File: src/rtl/pkg_cpu.sv
// Shared Jolt160 CPU/memory types: access-size encoding and arbiter FSM states.
// Lane helpers keep the byte steering rules in one place.
package pkg_cpu;

  typedef enum logic {
    cpu_data_acc_sz_8  = 1'b0,
    cpu_data_acc_sz_16 = 1'b1
  } cpu_data_acc_sz_t;

  typedef enum logic [1:0] {
    IDLE,
    ISSUE,
    WAIT,
    DONE
  } mem_arb_state_t;

  function automatic logic [1:0] lane_en(logic sz16, logic a0);
    if (sz16) return 2'b11;
    return a0 ? 2'b10 : 2'b01;
  endfunction

  function automatic logic [15:0] rd_steer(logic sz16, logic a0,
                                           logic [15:0] d);
    if (sz16) return d;
    return {8'h00, a0 ? d[15:8] : d[7:0]};
  endfunction

endpackage

File: src/rtl/rr_arbiter.sv
// Combinational round-robin pick: first requester after last_grant,
// wrapping at NUM_REQ-1.
module rr_arbiter #(
  parameter int NUM_REQ = 2,
  parameter int IW      = (NUM_REQ > 1) ? $clog2(NUM_REQ) : 1
) (
  input  logic [NUM_REQ-1:0] req,
  input  logic [IW-1:0]      last_grant,
  output logic [NUM_REQ-1:0] grant_oh,
  output logic [IW-1:0]      grant_idx
);

  logic [IW-1:0] c;

  always_comb begin
    grant_oh  = '0;
    grant_idx = '0;
    c         = last_grant;
    for (int k = 0; k < NUM_REQ; k++) begin
      c = (c == IW'(NUM_REQ - 1)) ? '0 : c + IW'(1);
      if (grant_oh == '0 && req[c]) begin
        grant_oh[c] = 1'b1;
        grant_idx   = c;
      end
    end
  end

endmodule

File: src/rtl/jolt160_mem_arbiter.sv
// Round-robin arbiter of NUM_REQ Jolt160 requesters onto one 16-bit
// synchronous RAM port, with byte-lane steering and misalign detection.
module jolt160_mem_arbiter
  import pkg_cpu::*;
#(
  parameter int NUM_REQ     = 2,
  parameter int ADDR_WIDTH  = 16,
  parameter int MEM_LATENCY = 1
) (
  input  logic                          clk,
  input  logic                          reset,
  input  logic [NUM_REQ-1:0]            req_rdwr,
  input  logic [NUM_REQ*ADDR_WIDTH-1:0] req_addr,
  input  logic [NUM_REQ-1:0]            req_acc_sz,
  input  logic [NUM_REQ-1:0]            req_we,
  input  logic [NUM_REQ*16-1:0]         req_wdata,
  output logic [NUM_REQ*16-1:0]         req_rdata,
  output logic [NUM_REQ-1:0]            data_ready,
  output logic [NUM_REQ-1:0]            req_err,
  output logic                          mem_en,
  output logic                          mem_we,
  output logic [ADDR_WIDTH-2:0]         mem_addr,
  output logic [1:0]                    mem_byte_en,
  output logic [15:0]                   mem_wdata,
  input  logic [15:0]                   mem_rdata
);

  localparam int IW = (NUM_REQ > 1) ? $clog2(NUM_REQ) : 1;
  localparam logic [IW-1:0] LAST_RST = IW'(NUM_REQ - 1);
  localparam logic [2:0]    LAT      = 3'(MEM_LATENCY);

  mem_arb_state_t state;

  logic [IW-1:0] last_grant;
  logic [IW-1:0] grant;
  logic [2:0]    cnt;
  logic          sz16;
  logic          a0;
  logic          err;
  logic [15:0]   rd_q;

  logic [NUM_REQ-1:0] g_oh;
  logic [IW-1:0]      g_idx;
  logic               g_any;

  rr_arbiter #(
    .NUM_REQ (NUM_REQ),
    .IW      (IW)
  ) u_rr (
    .req        (req_rdwr),
    .last_grant (last_grant),
    .grant_oh   (g_oh),
    .grant_idx  (g_idx)
  );

  logic [ADDR_WIDTH-1:0] s_addr;
  logic                  s_sz16;
  logic                  s_we;
  logic [15:0]           s_wdata;
  logic                  s_mis;

  always_comb begin
    g_any   = |g_oh;
    s_addr  = req_addr[int'(g_idx)*ADDR_WIDTH +: ADDR_WIDTH];
    s_sz16  = (req_acc_sz[g_idx] == cpu_data_acc_sz_16);
    s_we    = req_we[g_idx];
    s_wdata = req_wdata[int'(g_idx)*16 +: 16];
    s_mis   = s_sz16 && s_addr[0];
  end

  // RAM strobes are set on grant so they are live for exactly the ISSUE cycle.
  always_ff @(posedge clk or posedge reset) begin
    if (reset) begin
      state       <= IDLE;
      last_grant  <= LAST_RST;
      grant       <= '0;
      cnt         <= '0;
      sz16        <= 1'b0;
      a0          <= 1'b0;
      err         <= 1'b0;
      rd_q        <= '0;
      mem_en      <= 1'b0;
      mem_we      <= 1'b0;
      mem_addr    <= '0;
      mem_byte_en <= '0;
      mem_wdata   <= '0;
      data_ready  <= '0;
      req_err     <= '0;
      req_rdata   <= '0;
    end else begin
      data_ready <= '0;
      req_err    <= '0;
      req_rdata  <= '0;
      unique case (state)
        IDLE: begin
          if (g_any) begin
            grant <= g_idx;
            sz16  <= s_sz16;
            a0    <= s_addr[0];
            err   <= s_mis;
            if (!s_mis) begin
              mem_en      <= 1'b1;
              mem_we      <= s_we;
              mem_addr    <= s_addr[ADDR_WIDTH-1:1];
              mem_byte_en <= lane_en(s_sz16, s_addr[0]);
              mem_wdata   <= s_sz16 ? s_wdata : {2{s_wdata[7:0]}};
            end
            state <= ISSUE;
          end
        end
        ISSUE: begin
          mem_en      <= 1'b0;
          mem_we      <= 1'b0;
          mem_addr    <= '0;
          mem_byte_en <= '0;
          mem_wdata   <= '0;
          if (err) begin
            state <= DONE;
          end else begin
            cnt   <= LAT;
            state <= WAIT;
          end
        end
        WAIT: begin
          if (cnt == 3'd1) begin
            rd_q  <= mem_rdata;
            cnt   <= '0;
            state <= DONE;
          end else begin
            cnt <= cnt - 3'd1;
          end
        end
        DONE: begin
          data_ready[grant] <= 1'b1;
          req_err[grant]    <= err;
          req_rdata[int'(grant)*16 +: 16] <=
            err ? 16'h0 : rd_steer(sz16, a0, rd_q);
          last_grant <= grant;
          state      <= IDLE;
        end
      endcase
    end
  end

endmodule

File: config.mk
export PLATFORM = sky130hd
export DESIGN_NAME = jolt160_mem_arbiter
export DESIGN_NICKNAME = d
export VERILOG_FILES = /design/src/rtl/pkg_cpu.sv /design/src/rtl/rr_arbiter.sv /design/src/rtl/jolt160_mem_arbiter.sv
export SDC_FILE = /design/constraint.sdc
export NUM_CORES = 1
export LEC_CHECK = 0
export BUFFER_PORTS_ARGS = -buffer_cell sky130_fd_sc_hd__buf_2
export CORE_ASPECT_RATIO = 1.2
export CORE_MARGIN = 10
export CORE_UTILIZATION = 28
export DETAILED_ROUTE_END_ITERATION = 8
export PLACE_DENSITY = 0.54
export SYNTH_ARGS = -nofsm -noshare
export SYNTH_HDL_FRONTEND = slang
export SYNTH_HIERARCHICAL = 1
export SYNTH_SLANG_ARGS = --single-unit
File: constraint.sdc
create_clock -name clk -period 4 [get_ports clk]
set_input_delay 0.4 -clock clk [delete_from_list [all_inputs] [get_ports clk]]
set_output_delay 0.4 -clock clk [all_outputs]
set_load 0.05 [all_outputs]
Word-level counts from Yosys, hierarchy flattened
Index checks and enable logic that the tools add are counted.
{"block": "classes", "shifts": 4, "bitwise": 3, "n_mux": 60, "eq_ne": 8, "n_lt_le_gt_ge": 7, "n_addsub": 4, "reduce_logical": 15}
{"cell": "two-way mux 16 bit", "count": 7}
{"cell": "variable part select 32 x 6 -> 16 bit", "count": 2}
{"cell": "negation 5 -> 33 bit", "count": 1}
{"cell": "variable shift 16 x 33 -> 32 bit (first input constant)", "count": 1}
{"cell": "variable part select 16 x 33 -> 32 bit", "count": 1}
{"cell": "AND 32 bit", "count": 1}
{"cell": "two-way mux 32 bit", "count": 1}
{"cell": "one-hot mux 16 bit (2 select lines)", "count": 1}
{"cell": "two-way mux 15 bit", "count": 2}
{"cell": "one-hot mux 15 bit (2 select lines)", "count": 1}
{"cell": "two-way mux 1 bit", "count": 26}
{"cell": "two-way mux 2 bit", "count": 11}
{"cell": "less-than comparator 1 x 2 -> 1 bit (second input constant)", "count": 4}
{"cell": "two-way mux 8 bit", "count": 1}
{"cell": "inequality test 2 bit (second input constant)", "count": 4}
{"cell": "one-hot mux 2 bit (4 select lines)", "count": 1}
{"cell": "AND reduction 2 bit", "count": 4}
{"cell": "two-way mux 3 bit", "count": 2}
{"cell": "one-hot mux 3 bit (2 select lines)", "count": 1}
{"cell": "logical AND 1 bit", "count": 5}
{"cell": "== test 2 bit (second input constant)", "count": 2}
{"cell": "zero test 2 bit", "count": 2}
{"cell": "one-hot mux 1 bit (2 select lines)", "count": 2}
{"cell": "one-hot mux 2 bit (2 select lines)", "count": 1}
{"cell": "11 further kinds", "count": 17}
{"block": "word_totals", "in_bits": 88, "wordCells": 117, "out_inout_bits": 71, "regBits": 97}

Depth between registers and ports, before layout
{"block": "logic_depth", "ltp_word": 20, "ltp_mapped": 6, "mapped_depth_nobuf": 5}

Cells and area by module
Netlist, hierarchy kept.
{"module": "jolt160_mem_arbiter", "n_inst": 1, "cells_each": 323, "seq_area_each_um2": 2428.6, "area_per_inst_um2": 4261.6}
{"module": "rr_arbiter", "n_inst": 1, "cells_each": 4, "seq_area_each_um2": 0.0, "area_per_inst_um2": 26.3}

Least setup slack after synthesis
Ideal clock, no wire load.
{"block": "synth_path", "path_type": "reg-to-reg", "start": "reg state[0]", "end": "reg rd_q[0]", "required_time_ps": 3875, "path_stages_with_launch": 7, "path_buffers": 2, "period_less_slack_ps": 1733, "path_slack_ps": 2267, "arrival_time_ps": 1608, "setup_time_ps": 125, "cell_sequence": "dfrtp_1 inv_1 ha_1 buf_4 nand3b_1 buf_2 mux2_2"}
{"block": "synth_via", "elab_chain_len": 2}
{"item": "from (decl)", "line_no": "jolt160_mem_arbiter.sv:32", "text": "mem_arb_state_t state;"}
{"item": "from (signal assigned)", "line_no": "jolt160_mem_arbiter.sv:74", "text": "state <= IDLE;"}
{"item": "from (signal assigned)", "line_no": "jolt160_mem_arbiter.sv:108", "text": "state <= ISSUE;"}
{"item": "from (signal assigned)", "line_no": "jolt160_mem_arbiter.sv:118", "text": "state <= DONE;"}
{"item": "== test 2 bit", "line_no": "jolt160_mem_arbiter.sv:94", "text": "unique case (state)"}
{"item": "AND reduction 2 bit (no source line)"}
{"item": "to (signal assigned)", "line_no": "jolt160_mem_arbiter.sv:126", "text": "rd_q <= mem_rdata;"}
{"item": "to (decl)", "line_no": "jolt160_mem_arbiter.sv:40", "text": "logic [15:0] rd_q;"}
Every way passes these cells.
A chain may end at the register's enable or synchronous reset.

Worst setup path after layout
{"block": "layout_path", "start": "reg last_grant", "end": "reg mem_addr[7]"}
{"block": "layout_via", "elab_cells_between_ends": 36, "classes_between": "2 x add/sub; 4 x order compare; 2 x eq/ne; 1 x shift; 19 x mux; 1 x bitwise; 7 x reduce/logical"}
{"item": "from (decl)", "line_no": "jolt160_mem_arbiter.sv:34", "text": "logic [IW-1:0] last_grant;"}
{"item": "from (signal assigned)", "line_no": "jolt160_mem_arbiter.sv:138", "text": "last_grant <= grant;"}
{"item": "adder 1 bit", "line_no": "rr_arbiter.sv:20", "text": "c = (c == IW'(NUM_REQ - 1)) ? '0 : c + IW'(1);"}
{"item": "two-way mux 1 bit (*)", "line_no": "rr_arbiter.sv:20"}
{"item": "adder 1 bit, or another cell as far along", "line_no": "rr_arbiter.sv:20"}
{"item": "two-way mux 1 bit / logical AND 1 bit (equally long branches)", "line_no": "rr_arbiter.sv:20, rr_arbiter.sv:22"}
{"item": "less-than comparator 1 x 2 -> 1 bit (not written as such), or another cell as far along", "line_no": "rr_arbiter.sv:22", "text": "grant_oh[c] = 1'b1;"}
{"item": "logical AND 1 bit (not written as such) / demux 1 bit (select 1 bit) (equally long branches)"}
{"item": "two-way mux 1 bit (not written as such) / two-way mux 2 bit (equally long branches)", "line_no": "rr_arbiter.sv:22, rr_arbiter.sv:21"}
{"item": "demux 1 bit (select 1 bit) / zero test 2 bit (equally long branches)"}
{"item": "OR 2 bit (no source line) / logical AND 1 bit (equally long branches)"}
{"item": "two-way mux 2 bit (*)", "line_no": "rr_arbiter.sv:21", "text": "if (grant_oh == '0 && req[c]) begin"}
{"item": "named net g_oh[0]", "line_no": "jolt160_mem_arbiter.sv:42", "text": "logic [NUM_REQ-1:0] g_oh;"}
{"item": "OR reduction 2 bit (*)", "line_no": "jolt160_mem_arbiter.sv:63", "text": "g_any = |g_oh;"}
{"item": "inequality test 2 bit (no source line) (*)"}
{"item": "AND reduction 3 bit (no source line) (*)"}
{"item": "to (signal assigned)", "line_no": "jolt160_mem_arbiter.sv:104", "text": "mem_addr <= s_addr[ADDR_WIDTH-1:1];"}
{"item": "to (decl)", "line_no": "jolt160_mem_arbiter.sv:22", "text": "output logic [ADDR_WIDTH-2:0] mem_addr,"}
Mark *: on every way through the listed nets, which the timed path passes. The rest lies on a longest branch. The select of a mux whose other input is x is not followed.

==> impl_metrics.yaml <==
run_status:
  status: "complete, no violations"
critical_path:
  critPathKind: "flip-flop to flip-flop"
  end_kind: "flip-flop"
  setup.worst_path.start: "last_grant$_DFFE_PP1P_"
  r2r_start: "last_grant$_DFFE_PP1P_"
  cp_max_fo: 24
  critPathLaunchType: "flip-flop"
  required_ps: 4220
  cp.arrival_ps: 2870
clocking:
  cts_resized: 0
  clkSinkCount: 97
  root_buffer: "clkbuf_16"
  clockBufferDepth: 2
  clk_latency_ps: 340
  post_cts_buffers: 0
  htree_levels: 3
  numCtsBuffers: 9
  postCtsHoldBufs: 0
  clk_transition_reported_paths_ps: 70
  cts_tree: "done"
sta:
  hold_violations: 0
  fin_crit_ps: 2640
  rsz0062_at_grt: "no"
  tns_ps: 0
  fmax_mhz: 378
  worst_slack_ps: 1360
  setup_viol: 0
  period_share_pct: 66.1
  maxSlewHeadroom_pct: 25.4
  worst_pin_slew_ps: 1120
  final.setup_skew_ps: 13.9
  holdWs_ps: 242
  drv_slew: 0
synth:
  post_synth.cell_area_avg_um2: 13.1
  yosysSeqAreaShare_pct: 56.6
  syn-cell-area_mm2: 0.00429
  syn_inst: 327
  ys_ff_latch: 97
  syn_nets: 422
  synth_edf_count: 0
  synth_flop_cell: "dfrtp_1"
  ys_types: 43
  ys.warnings.count: 6
  async_flop_share_pct: 100
route:
  antenna_left: 0
  drtIter0Drc: 171
  drcViolationCount: 0
  via_per_inst: 4.45
  route.vias.total: 3068
  wl_per_cell_um: 16.7
  wirelength_mm: 11.5
  drtPass1Iterations: 4
global_routing:
  use_met1_pct: 12.3
  met2_usage_pct: 18.8
  grt_pass1_wl_mm: 18.2
  track_usage_pct: 11.1
  grt_max_degree: 70
  grt-ovfl-total: 0
  grt_use_met3_pct: 4.70
  grt_pass1_vias: 3413
  antenna_found_initial: 0
  grt-busiest-layer: "met2"
cells_and_area:
  fin_util_pct: 36.9
  layout_common_cells: "buf_2, dfrtp_1, mux2i_1, o2bb2ai_1, nor2_1"
  nets: 575
  final_common_cell: "buf_2"
  num-fill-cells: 1498
  drive_above_1_share_pct: 41.0
  antenna_cells: 0
  area_growth_pct: 29.2
  final_area_mm2: 0.00554
floorplan:
  die_w_um: 133
  fp.coreArea_mm2: 0.0150
  num_rows: 49
  die_area_mm2: 0.0207
  ios: 159
  initial_utilization_pct: 28.5
  die_y_um: 156
power:
  ir_drop_mv: 0.324
  p_leak_nw: 2.92
  powerDensity_mw_per_mm2: 778
placed_design:
  pre_cts_ws_ps: 1310
  placed_area_mm2: 0.00524
  dp_hpwl_mm: 8.92
  io_buffers: 158
  gp_routability_congestion: 0.752
min_path:
  min_path_type: "input port to asynchronous set/reset pin"
run:
  timing.max_cap.violations: 0
-- metrics by stage --
step	instances	total power, W
2_1_floorplan	327	0.00302
3_3_place_gp	673	0.00346
3_5_place_dp	673	0.00350
4_1_cts	689	0.00438
5_1_grt	689	0.00457
6_report	689	0.00431
-- cell type report --
type	instances	area (um2)	share of cell area [%]
clock buffers	10	229	4.13
clock inverters	6	71.3	1.29
inverters	10	40.0	0.723
multi-input cells	202	1710	30.9
flip-flops and latches	97	2430	43.8
well taps	204	255	4.61
repair buffers	160	806	14.5
-- per-layer routing --
layer,vias to the layer above,wire length [um]
met2,99,5610
met1,1484,4820
li1,1472,-
met3,13,908
met4,0,160
met5,-,0
-- cells by family (layout without fill, tap and decap cells) --
family                     count (synthesis)  after routing  share of synthesized area (%)
DFF                                       97             97                           56.6
muxes                                     76             76                           18.2
and+or+nand+nor                           65             65                           8.55
AOI/OAI and AO/OA                         54             54                           10.8
buffers and inverters                     28            186                           3.73
adders and majority gates                  7              7                           2.04
-- sequential cells by signal (all words and copies together), names as in the netlist --
signal       count
mem_addr        15
grant            1
mem_wdata       16
data_ready       2
mem_byte_en      2
cnt              3
sz16             1
a0               1
mem_we           1
state            2
rd_q            16
last_grant       1
mem_en           1
req_err          2
req_rdata       32
err              1
-- worst paths after layout --
| check | to | slack, ps | cells after the start |
|---|---|---|---|
| max | mem_addr[7]$_DFFE_PP0P_ | 1360 | 5 |
| min | req_rdata[9]$_DFF_PP0_ | 240 | 2 |
| max reg2reg | mem_addr[7]$_DFFE_PP0P_ | 1360 | 5 |
| min reg2reg | mem_addr[8]$_DFFE_PP0P_ | 480 | 1 |
| max in group asynchronous | rd_q[13]$_DFFE_PP0P_ | 2880 | 3 |
| min in group clk | rd_q[8]$_DFFE_PP0P_ | 300 | 2 |
-- synth_stat cells, drive strengths merged (6+ instances only) --
library cell | n | area [um2]
a22o | 10 | 87.6
and2 | 18 | 113
buf | 15 | 111
dfrtp | 96 | 2400
ha | 7 | 87.6
inv | 10 | 37.5
mux2 | 17 | 191
mux2i | 59 | 591
nand2 | 7 | 26.3
nand2b | 6 | 37.5
nor2 | 19 | 71.3
o2bb2ai | 24 | 210
-- worst max-delay path: stages (launching register included) --
cell,delay [ps]
dfstp_2,570
inv_1,50
a21boi_1,220
o21a_1,290
nand4_1,910
o2bb2ai_1,480
-- where the power goes --
part | switching, W | internal (W) | total, W
combinational | 0.00132 | 0.000606 | 0.00193
sequential | 0.000206 | 0.00131 | 0.00152
clock | 0.000372 | 0.000491 | 0.000864
total | 0.00190 | 0.00241 | 0.00431
Note: power is estimated with default switching activity, not from simulation.
